[config.mk]
export PLATFORM = sky130hd
export DESIGN_NAME = lcd_digit_renderer_flat
export DESIGN_NICKNAME = d
export VERILOG_FILES = /design/src/rtl/lcd_pkg.sv /design/src/rtl/lcd_digit_renderer_if.sv /design/src/rtl/lcd_row_serializer.sv /design/src/rtl/lcd_digit_renderer.sv /design/src/flat_wrapper.sv
export SDC_FILE = /design/constraint.sdc
export NUM_CORES = 1
export LEC_CHECK = 0
export CELL_PAD_IN_SITES_DETAIL_PLACEMENT = 0
export CELL_PAD_IN_SITES_GLOBAL_PLACEMENT = 1
export CORE_ASPECT_RATIO = 0.5
export CORE_MARGIN = 1
export CORE_UTILIZATION = 39
export DETAILED_ROUTE_END_ITERATION = 12
export PLACE_DENSITY = 0.92
export SYNTH_ARGS = -nofsm -noshare
export SYNTH_HDL_FRONTEND = slang
export SYNTH_SLANG_ARGS = --single-unit
[constraint.sdc]
create_clock -name clk -period 3.4 [get_ports clk]
set_clock_uncertainty 0.15 [all_clocks]
set_input_delay 0.68 -clock clk [delete_from_list [all_inputs] [get_ports clk]]
set_output_delay 0.68 -clock clk [all_outputs]
set_load 0.02 [all_outputs]
[src/rtl/lcd_pkg.sv]
// Shared definitions for the LCD digit renderer.
// Contents:
//   DIGIT_ROWS / DIGIT_COLS  glyph geometry (16 rows of 8 pixels)
//   DIGIT_COUNT              number of drawable digits (0..9)
//   DIGIT_ROM_DEPTH          digit ROM depth (DIGIT_COUNT * DIGIT_ROWS)
//   rgb565_t                 16-bit RGB565 pixel type
//   render_state_e           renderer FSM states
//   glyph_addr()             ROM address of one glyph row
package lcd_pkg;

    localparam int DIGIT_ROWS      = 16;
    localparam int DIGIT_COLS      = 8;
    localparam int DIGIT_COUNT     = 10;
    localparam int DIGIT_ROM_DEPTH = DIGIT_COUNT * DIGIT_ROWS;

    typedef logic [15:0] rgb565_t;

    typedef enum logic [1:0] {
        IDLE  = 2'd0,
        FETCH = 2'd1,
        SHIFT = 2'd2
    } render_state_e;

    // digit*16 + row is simply the concatenation of the two nibbles.
    // Digits outside 0..9 have no glyph and park the address at 0.
    function automatic logic [7:0] glyph_addr(input logic [3:0] digit, input logic [3:0] row);
        if (int'(digit) >= DIGIT_COUNT) begin
            return 8'h00;
        end
        return {digit, row};
    endfunction

endpackage

[src/rtl/lcd_digit_renderer_if.sv]
// Pixel stream bundle between the digit renderer and the LCD write path.
// Signals:
//   pix_valid  pixel valid (renderer -> LCD)
//   pix_ready  LCD can accept (LCD -> renderer); transfer on valid & ready
//   pix_data   RGB565 pixel
//   pix_x/y    screen coordinates of the pixel
//   pix_last   final (128th) pixel of the glyph
// Modports: master = renderer side, slave = LCD side.
interface lcd_digit_renderer_if #(
    parameter int COORD_W = 9
);
    logic               pix_valid;
    logic               pix_ready;
    logic [15:0]        pix_data;
    logic [COORD_W-1:0] pix_x;
    logic [COORD_W-1:0] pix_y;
    logic               pix_last;

    modport master (
        output pix_valid, pix_data, pix_x, pix_y, pix_last,
        input  pix_ready
    );

    modport slave (
        input  pix_valid, pix_data, pix_x, pix_y, pix_last,
        output pix_ready
    );

endinterface

[src/rtl/lcd_row_serializer.sv]
// Holds one glyph row byte and presents its bits MSB-first.
// Ports:
//   clk, rst_n   clock, asynchronous active-low reset
//   load_i       capture row_i and restart at column 0
//   row_i        row byte, bit7 = leftmost pixel
//   advance_i    current bit was transferred (valid & ready), step column
//   bit_o        glyph bit of the current column
//   col_o        current column 0..7
//   last_col_o   current column is the rightmost one
module lcd_row_serializer
    import lcd_pkg::*;
(
    input  logic       clk,
    input  logic       rst_n,
    input  logic       load_i,
    input  logic [7:0] row_i,
    input  logic       advance_i,
    output logic       bit_o,
    output logic [2:0] col_o,
    output logic       last_col_o
);

    logic [7:0] buf_q, buf_d;
    logic [2:0] col_q, col_d;

    always_comb begin
        buf_d = buf_q;
        col_d = col_q;
        if (load_i) begin
            buf_d = row_i;
            col_d = 3'd0;
        end else if (advance_i) begin
            col_d = col_q + 3'd1;
        end
    end

    always_ff @(posedge clk or negedge rst_n) begin
        if (!rst_n) begin
            buf_q <= 8'h00;
            col_q <= 3'd0;
        end else begin
            buf_q <= buf_d;
            col_q <= col_d;
        end
    end

    assign bit_o      = buf_q[3'd7 - col_q];
    assign col_o      = col_q;
    assign last_col_o = (col_q == 3'(DIGIT_COLS - 1));

endmodule

[src/rtl/lcd_digit_renderer.sv]
// Renders one 16x8 decimal digit glyph as a stream of RGB565 pixels.
// A request (start/digit/x_pos/y_pos) is latched while idle; each of the 16
// rows is fetched from the digit ROM (addr = digit*16 + row) and then shifted
// out MSB-first as foreground/background pixels with screen coordinates.
// Ports:
//   clk, rst_n         clock, asynchronous active-low reset
//   start              request, accepted only while busy == 0
//   digit, x_pos/y_pos glyph and top-left position, latched on accept
//   invert             (LCD_DIGIT_INVERT_EN only) swap colours for the glyph
//   busy               glyph in progress
//   done               one-cycle pulse after the final pixel transfer
//   rom_addr/rom_data  digit ROM read port, data valid ROM_LAT cycles after addr
//   pix                pixel stream (lcd_digit_renderer_if.master)
// Optional feature macro: LCD_DIGIT_INVERT_EN (adds the invert input).
module lcd_digit_renderer
    import lcd_pkg::*;
#(
    parameter rgb565_t FG_COLOR = 16'hFFFF,
    parameter rgb565_t BG_COLOR = 16'h0000,
    parameter int      ROM_LAT  = 1,
    parameter int      COORD_W  = 9
) (
    input  logic               clk,
    input  logic               rst_n,
    input  logic               start,
    input  logic [3:0]         digit,
    input  logic [COORD_W-1:0] x_pos,
    input  logic [COORD_W-1:0] y_pos,
`ifdef LCD_DIGIT_INVERT_EN
    input  logic               invert,
`endif
    output logic               busy,
    output logic               done,
    output logic [7:0]         rom_addr,
    input  logic [7:0]         rom_data,
    lcd_digit_renderer_if.master pix
);

    render_state_e      state_q, state_d;
    logic [3:0]         digit_q, digit_d;
    logic [COORD_W-1:0] x_base_q, x_base_d;
    logic [COORD_W-1:0] y_base_q, y_base_d;
    logic [3:0]         row_q, row_d;
    logic [1:0]         lat_q, lat_d;
    logic [7:0]         addr_q, addr_d;
    logic               done_q, done_d;
    logic               inv_q;
`ifdef LCD_DIGIT_INVERT_EN
    logic               inv_d;
`else
    assign inv_q = 1'b0;
`endif

    logic       ser_load;
    logic       ser_advance;
    logic       ser_bit;
    logic [2:0] ser_col;
    logic       ser_last_col;
    logic       blank;
    logic       valid;
    rgb565_t    fg_eff;
    rgb565_t    bg_eff;

    // Out-of-range digits render as an all-background glyph with identical timing.
    assign blank       = (digit_q >= 4'(DIGIT_COUNT));
    assign valid       = (state_q == SHIFT);
    assign ser_advance = valid & pix.pix_ready;

    lcd_row_serializer u_ser (
        .clk        (clk),
        .rst_n      (rst_n),
        .load_i     (ser_load),
        .row_i      (blank ? 8'h00 : rom_data),
        .advance_i  (ser_advance),
        .bit_o      (ser_bit),
        .col_o      (ser_col),
        .last_col_o (ser_last_col)
    );

    always_comb begin
        state_d  = state_q;
        digit_d  = digit_q;
        x_base_d = x_base_q;
        y_base_d = y_base_q;
        row_d    = row_q;
        lat_d    = lat_q;
        addr_d   = addr_q;
        done_d   = 1'b0;
        ser_load = 1'b0;
`ifdef LCD_DIGIT_INVERT_EN
        inv_d    = inv_q;
`endif
        case (state_q)
            IDLE: begin
                if (start) begin
                    digit_d  = digit;
                    x_base_d = x_pos;
                    y_base_d = y_pos;
                    row_d    = 4'd0;
                    lat_d    = 2'd0;
                    addr_d   = glyph_addr(digit, 4'd0);
`ifdef LCD_DIGIT_INVERT_EN
                    inv_d    = invert;
`endif
                    state_d  = FETCH;
                end
            end
            FETCH: begin
                // rom_data is sampled on the last of the ROM_LAT address cycles.
                if (lat_q == 2'(ROM_LAT - 1)) begin
                    ser_load = 1'b1;
                    lat_d    = 2'd0;
                    state_d  = SHIFT;
                end else begin
                    lat_d = lat_q + 2'd1;
                end
            end
            SHIFT: begin
                if (ser_advance && ser_last_col) begin
                    if (row_q == 4'(DIGIT_ROWS - 1)) begin
                        done_d  = 1'b1;
                        state_d = IDLE;
                    end else begin
                        row_d   = row_q + 4'd1;
                        addr_d  = glyph_addr(digit_q, row_q + 4'd1);
                        state_d = FETCH;
                    end
                end
            end
            default: begin
                state_d = IDLE;
            end
        endcase
    end

    always_ff @(posedge clk or negedge rst_n) begin
        if (!rst_n) begin
            state_q  <= IDLE;
            digit_q  <= 4'd0;
            x_base_q <= '0;
            y_base_q <= '0;
            row_q    <= 4'd0;
            lat_q    <= 2'd0;
            addr_q   <= 8'h00;
            done_q   <= 1'b0;
`ifdef LCD_DIGIT_INVERT_EN
            inv_q    <= 1'b0;
`endif
        end else begin
            state_q  <= state_d;
            digit_q  <= digit_d;
            x_base_q <= x_base_d;
            y_base_q <= y_base_d;
            row_q    <= row_d;
            lat_q    <= lat_d;
            addr_q   <= addr_d;
            done_q   <= done_d;
`ifdef LCD_DIGIT_INVERT_EN
            inv_q    <= inv_d;
`endif
        end
    end

    assign fg_eff = inv_q ? BG_COLOR : FG_COLOR;
    assign bg_eff = inv_q ? FG_COLOR : BG_COLOR;

    assign busy     = (state_q != IDLE);
    assign done     = done_q;
    assign rom_addr = addr_q;

    // Pixel outputs are driven only from registered state, so they hold
    // steady through a stall; they read as zero whenever no pixel is offered.
    assign pix.pix_valid = valid;
    assign pix.pix_data  = valid ? (ser_bit ? fg_eff : bg_eff) : 16'h0000;
    assign pix.pix_x     = valid ? (x_base_q + COORD_W'(ser_col)) : '0;
    assign pix.pix_y     = valid ? (y_base_q + COORD_W'(row_q)) : '0;
    assign pix.pix_last  = valid & ser_last_col & (row_q == 4'(DIGIT_ROWS - 1));

endmodule
[src/flat_wrapper.sv]
// flat-port wrapper written by rule: the top's interface ports become plain ports
module lcd_digit_renderer_flat import lcd_pkg::*;
#(
    parameter rgb565_t FG_COLOR = 16'hFFFF,
    parameter rgb565_t BG_COLOR = 16'h0000,
    parameter int      ROM_LAT  = 1,
    parameter int      COORD_W  = 9
)
  (clk, rst_n, start, digit, x_pos, y_pos, busy, done, rom_addr, rom_data, pix_pix_valid, pix_pix_data, pix_pix_x, pix_pix_y, pix_pix_last, pix_pix_ready);
  lcd_digit_renderer_if #(.COORD_W(COORD_W)) pix_i ();
  input  logic clk;
  input  logic rst_n;
  input  logic start;
  input  logic [3:0] digit;
  input  logic [COORD_W-1:0] x_pos;
  input  logic [COORD_W-1:0] y_pos;
  output logic busy;
  output logic done;
  output logic [7:0] rom_addr;
  input  logic [7:0] rom_data;
  output wire logic [$bits(pix_i.pix_valid)-1:0] pix_pix_valid;
  output wire logic [$bits(pix_i.pix_data)-1:0] pix_pix_data;
  output wire logic [$bits(pix_i.pix_x)-1:0] pix_pix_x;
  output wire logic [$bits(pix_i.pix_y)-1:0] pix_pix_y;
  output wire logic [$bits(pix_i.pix_last)-1:0] pix_pix_last;
  input wire logic [$bits(pix_i.pix_ready)-1:0] pix_pix_ready;
  assign pix_pix_valid = pix_i.pix_valid;
  assign pix_pix_data = pix_i.pix_data;
  assign pix_pix_x = pix_i.pix_x;
  assign pix_pix_y = pix_i.pix_y;
  assign pix_pix_last = pix_i.pix_last;
  assign pix_i.pix_ready = pix_pix_ready;
  lcd_digit_renderer #(.FG_COLOR(FG_COLOR), .BG_COLOR(BG_COLOR), .ROM_LAT(ROM_LAT), .COORD_W(COORD_W)) u_core (.clk(clk), .rst_n(rst_n), .start(start), .digit(digit), .x_pos(x_pos), .y_pos(y_pos), .busy(busy), .done(done), .rom_addr(rom_addr), .rom_data(rom_data), .pix(pix_i));
endmodule
==> results.md <==
| Parameter | Value | Unit |
|:---|:---|:---|
| Setup TNS | 0 | ns |
| R2R depth | 5 | - |
| Mean cell area of the mapped netlist | 9.275 | µm² |
| Area leader, netlist | sky130_fd_sc_hd__dfrtp_1 | - |
| Count of antenna-violating nets left after detailed routing | 0 | - |
| Number of hold violations in the final report | 0 | - |
| Remaining design rule violation count | 0 | - |
| Buffer type at the clock tree root | sky130_fd_sc_hd__clkbuf_16 | - |
| Number of maximum-capacitance violations | 0 | - |
| Post-synth top cells | sky130_fd_sc_hd__nand2_1 (73), sky130_fd_sc_hd__dfrtp_1 (50), sky130_fd_sc_hd__a21oi_1 (19), sky130_fd_sc_hd__o21ai_0 (17), sky130_fd_sc_hd__buf_4 (16) | - |
| Worst path slowest cell | sky130_fd_sc_hd__clkdlybuf4s50_1 | - |
| Nets in the synthesized netlist | 370 | - |
| Kind of launch point of the worst setup path | flop | - |
| Count of hold buffers inserted by post-cts repair | 0 | - |
| Part of the power in the clock network | 14.9 | % |
| Via count of the first global-routing pass | 2,599 | - |
| Share of total power in combinational logic | 54.0 | % |
| Maximum number of pins on one net before global-route repair | 51 | - |
| Via-per-instance ratio | 5.330 | - |
| Int Power | 1.937 | mW |
| Largest fanout on the critical path | 8 | - |
| Status | finished clean | - |
| Reg2reg end | u_core.rom_addr[6]$_DFFE_PN0P_ | - |
| Final clock period utilization by the worst path | 94.66 | % |
| Number of top-level design ports | 80 | - |
| Period minus WS final | 3.218 | ns |
| Post-route design area | 0.003975 | mm² |
| Height of the die | 63.88 | µm |
| Number of buffers inserted by post-CTS setup repair | 0 | - |
| Logic depth of the worst setup path including buffers | 5 | - |
| First-pass GRT wire length | 12,230 | µm |
| Fraction of layout instances using a drive strength above 1 | 8.673 | % |
| Area fraction of the dominant cell type after synthesis | 41.89 | % |
| Worst-case setup margin in the final layout | 0.1816 | ns |
| Post-CTS clock slew at the launch and capture registers of the worst setup and hold paths | 0.06 | ns |
| Count of input and output buffers | 79 | - |
| F_max | 0.3107 | GHz |
| CTS tree | yes | - |
| Fill cell instance count of the final layout | 686 | - |
| Category of the worst setup path capture point | primary output | - |
| Static Leakage | 1.814 | nW |
| CP arrival | 2.39 | ns |
| Post-route worst hold slack | 0.3445 | ns |
| CTS buffer count | 5 | - |
| Area added between synthesis and finish | 33.10 | % |
| Post-layout util | 53.88 | % |
| Initial Utilization | 40.49 | % |
| Sum of routed wire length over all layers | 7287 | µm |
| CP bufs+invs | 1 | - |
| Setup repair after global routing missed its margin | false | - |
| Gpl congestion | 0.8771 | - |
| Data required time of the worst path | 2.57 | ns |
| Initial antenna violation count | 0 | - |
| Switching power of the nets | 1.448 | mW |
| Post-synth EDFFs | 0 | - |
| Hold/Removal Path Class | reg2reg | - |
| Flop-to-flop setup slack | 1.27 | ns |
| Setup violators final | 0 | - |
| Cell Rows | 22 | - |
| Drt initial violations | 164 | - |
| Proportion of power drawn by flip-flops and latches | 31.1 | % |
| Worst-case hold path end point | u_core.digit_q[0]$_DFFE_PN0P_ | - |
| GRT Util Overall | 19.07 | % |
| Yosys synthesis warning count | 0 | - |
| Clk_lat worst skew | 0.29 | ns |
| Count of cells along the worst hold path | 2 | - |
| Part of the Yosys area used for sequential elements | 41.89 | % |
| Pwr Total | 3.385 | mW |
| Syn Inst Count | 322 | - |
| Setup Slack @ Placement | 0.1891 | ns |
| Detailed placer's ending HPWL | 5429 | µm |
| Share of flip-flops with an asynchronous set or reset | 100.0 | % |
| Pins Over Slew Limit | 0 | - |
| Leading register cell type out of synthesis | sky130_fd_sc_hd__dfrtp_1 | - |
| CORE AREA | 0.007377 | mm² |
| Power density cells | 851.6 | mW/mm² |
| Delay of the slowest cell on the worst path | 0.62 | ns |
| Slew at the pin with the worst max-slew slack | 1.113 | ns |
| Total via count in the routed design | 2,601 | - |
| Cells along the critical path | ha_2 -> a21oi_2 -> o22ai_1 -> mux2i_1 -> clkdlybuf4s50_1 | - |
| Count of clock tree sinks | 50 | - |
| Count of cell types in the netlist | 53 | - |
| Classification of the worst setup path | reg2out | - |
| Max rail drop VDD | 0.3866 | mV |
| Aggregate global routing overflow | 0 | - |
| Placed cell areas | 0.003787 | mm² |
| Deepest level of the CTS H-tree | 2 | - |
| Chip width | 125.8 | µm |
| Largest cells by area after synthesis | sky130_fd_sc_hd__dfrtp_1 (42%), sky130_fd_sc_hd__nand2_1 (9.2%), sky130_fd_sc_hd__ha_1 (5.0%) | - |
| DR WL/cell | 14.93 | µm |
| DP Cell Count | 480 | - |
| Final std cells w/o fill | 488 | - |
| Router iterations before antenna repair | 4 | - |
| Switching Share | 42.78 | % |
| Synthesized area | 0.002987 | mm² |
| HP Start | u_core.digit_q[0]$_DFFE_PN0P_ | - |
| Worst slew margin relative to its limit | 25.78 | % |
| Antenna diodes | 0 | - |
| Register bit total from synthesis | 50 | - |
| Final Net Count | 439 | - |
| Die Footprint | 0.008033 | mm² |
| Max clock buf depth | 2 | - |
| Dominant cell by count in the synthesized netlist | sky130_fd_sc_hd__nand2_1 | - |
| Top Family by Delay on Critical Path | buffers and inverters | - |
| Reg-to-Reg Start | u_core.u_ser.col_o[1]$_DFFE_PN0P_ | - |
[sequential cells by signal, indices dropped and copies added, names as in the netlist, 3 cells and up]
register            flops
u_core.y_base_q         9
u_core.row_q            4
u_core.u_ser.buf_q      8
u_core.rom_addr         8
u_core.digit_q          4
u_core.u_ser.col_o      3
u_core.x_base_q         9
[power groups by stage]
stage | clock network (mW) | logic [mW] | registers (mW)
2_1_floorplan | 0 | 1.19 | 1.02
3_3_place_gp | 0 | 1.77 | 1.04
3_5_place_dp | 0 | 1.81 | 1.05
4_1_cts | 0.517 | 1.82 | 1.05
5_1_grt | 0.543 | 2.01 | 1.08
6_report | 0.505 | 1.83 | 1.05
[how the worst max path moves through the flow]
stage	start	endpoint	slack, ns
after floorplan	u_core.state_q[0]$_DFFE_PN0P_	pix_pix_data[10]	0.62
after detailed placement	u_core.u_ser.col_o[0]$_DFFE_PN0P_	pix_pix_x[6]	0.19
after global routing	u_core.u_ser.col_o[1]$_DFFE_PN0P_	pix_pix_x[3]	0.02
after CTS	u_core.row_q[0]$_DFFE_PN0P_	pix_pix_y[6]	0.004
final	u_core.row_q[3]$_DFFE_PN0P_	pix_pix_y[5]	0.18
after global placement	u_core.u_ser.col_o[0]$_DFFE_PN0P_	pix_pix_x[8]	0.28
[per-layer routing]
layer / global-route usage [%] / vias up / part of all wire, %
met3: 3.434 / 8 / 4.4
met2: 32.57 / 58 / 47
li1: - / 1282 / -
met4: 4.367 / 0 / 1.1
met5: 0 / - / 0
met1: 25.40 / 1253 / 47
[worst reg2reg max path: cells and delay by family, from the launching register on]
kind                       cells  cell delay [ns]
adders and majority gates      2             0.46
and+or+nand+nor                1             0.33
muxes                          1             0.23
AOI/OAI and AO/OA              1             0.38
DFF                            1             0.49
[final cells by class]
class	count	area [µm²]	share of cell area (%)
Clock buffer	6	138.9	3.494
Clock inverter	2	12.51	0.3148
Inverter	13	48.80	1.228
Multi-Input combinational cell	233	1541	38.78
Sequential cell	50	1252	31.51
Tap cell	96	120.1	3.022
Timing Repair Buffer	88	860.8	21.66
[cells by family (layout without fill, tap and decap cells)]
| group | Yosys count | after routing | share of synthesized area (%) |
|---|---|---|---|
| AND/OR/NAND/NOR | 130 | 130 | 21.79 |
| AO/OA/AOI/OAI | 76 | 76 | 17.55 |
| flip-flops | 50 | 50 | 41.89 |
| buffers and inverters | 39 | 109 | 7.415 |
| adder cells (fa/ha/maj) | 14 | 14 | 6.368 |
| multiplexers | 8 | 8 | 3.519 |
| XOR/XNOR | 5 | 5 | 1.467 |
[cells in the final DEF (no fill, tap or decap), types with 3 or more instances in the layout]
cell                              instances
sky130_fd_sc_hd__nand2_1                 73
sky130_fd_sc_hd__clkdlybuf4s50_1         69
sky130_fd_sc_hd__dfrtp_1                 49
sky130_fd_sc_hd__a21oi_1                 17
sky130_fd_sc_hd__o21ai_0                 16
sky130_fd_sc_hd__nand3_1                 13
sky130_fd_sc_hd__inv_1                   12
sky130_fd_sc_hd__a22o_1                  11
sky130_fd_sc_hd__ha_1                    11
sky130_fd_sc_hd__buf_4                    9
sky130_fd_sc_hd__or4_1                    6
sky130_fd_sc_hd__nor2_1                   6
sky130_fd_sc_hd__and2_1                   6
sky130_fd_sc_hd__mux2i_1                  6
sky130_fd_sc_hd__o31ai_1                  5
sky130_fd_sc_hd__clkbuf_16                5
sky130_fd_sc_hd__dlymetal6s2s_1           5
sky130_fd_sc_hd__a211oi_1                 4
sky130_fd_sc_hd__o211ai_1                 4
sky130_fd_sc_hd__dlygate4sd2_1            4
sky130_fd_sc_hd__xnor2_1                  3
sky130_fd_sc_hd__nand4_1                  3
sky130_fd_sc_hd__and3_1                   3
sky130_fd_sc_hd__a31oi_1                  3
[what timing repair did]
item                                    in CTS  in global routing
endpoints found under the hold margin        0                  0
resized for setup                            7                 11
endpoints found under the setup margin      21                  7
No activity file was read; power rests on OpenSTA's default activity.
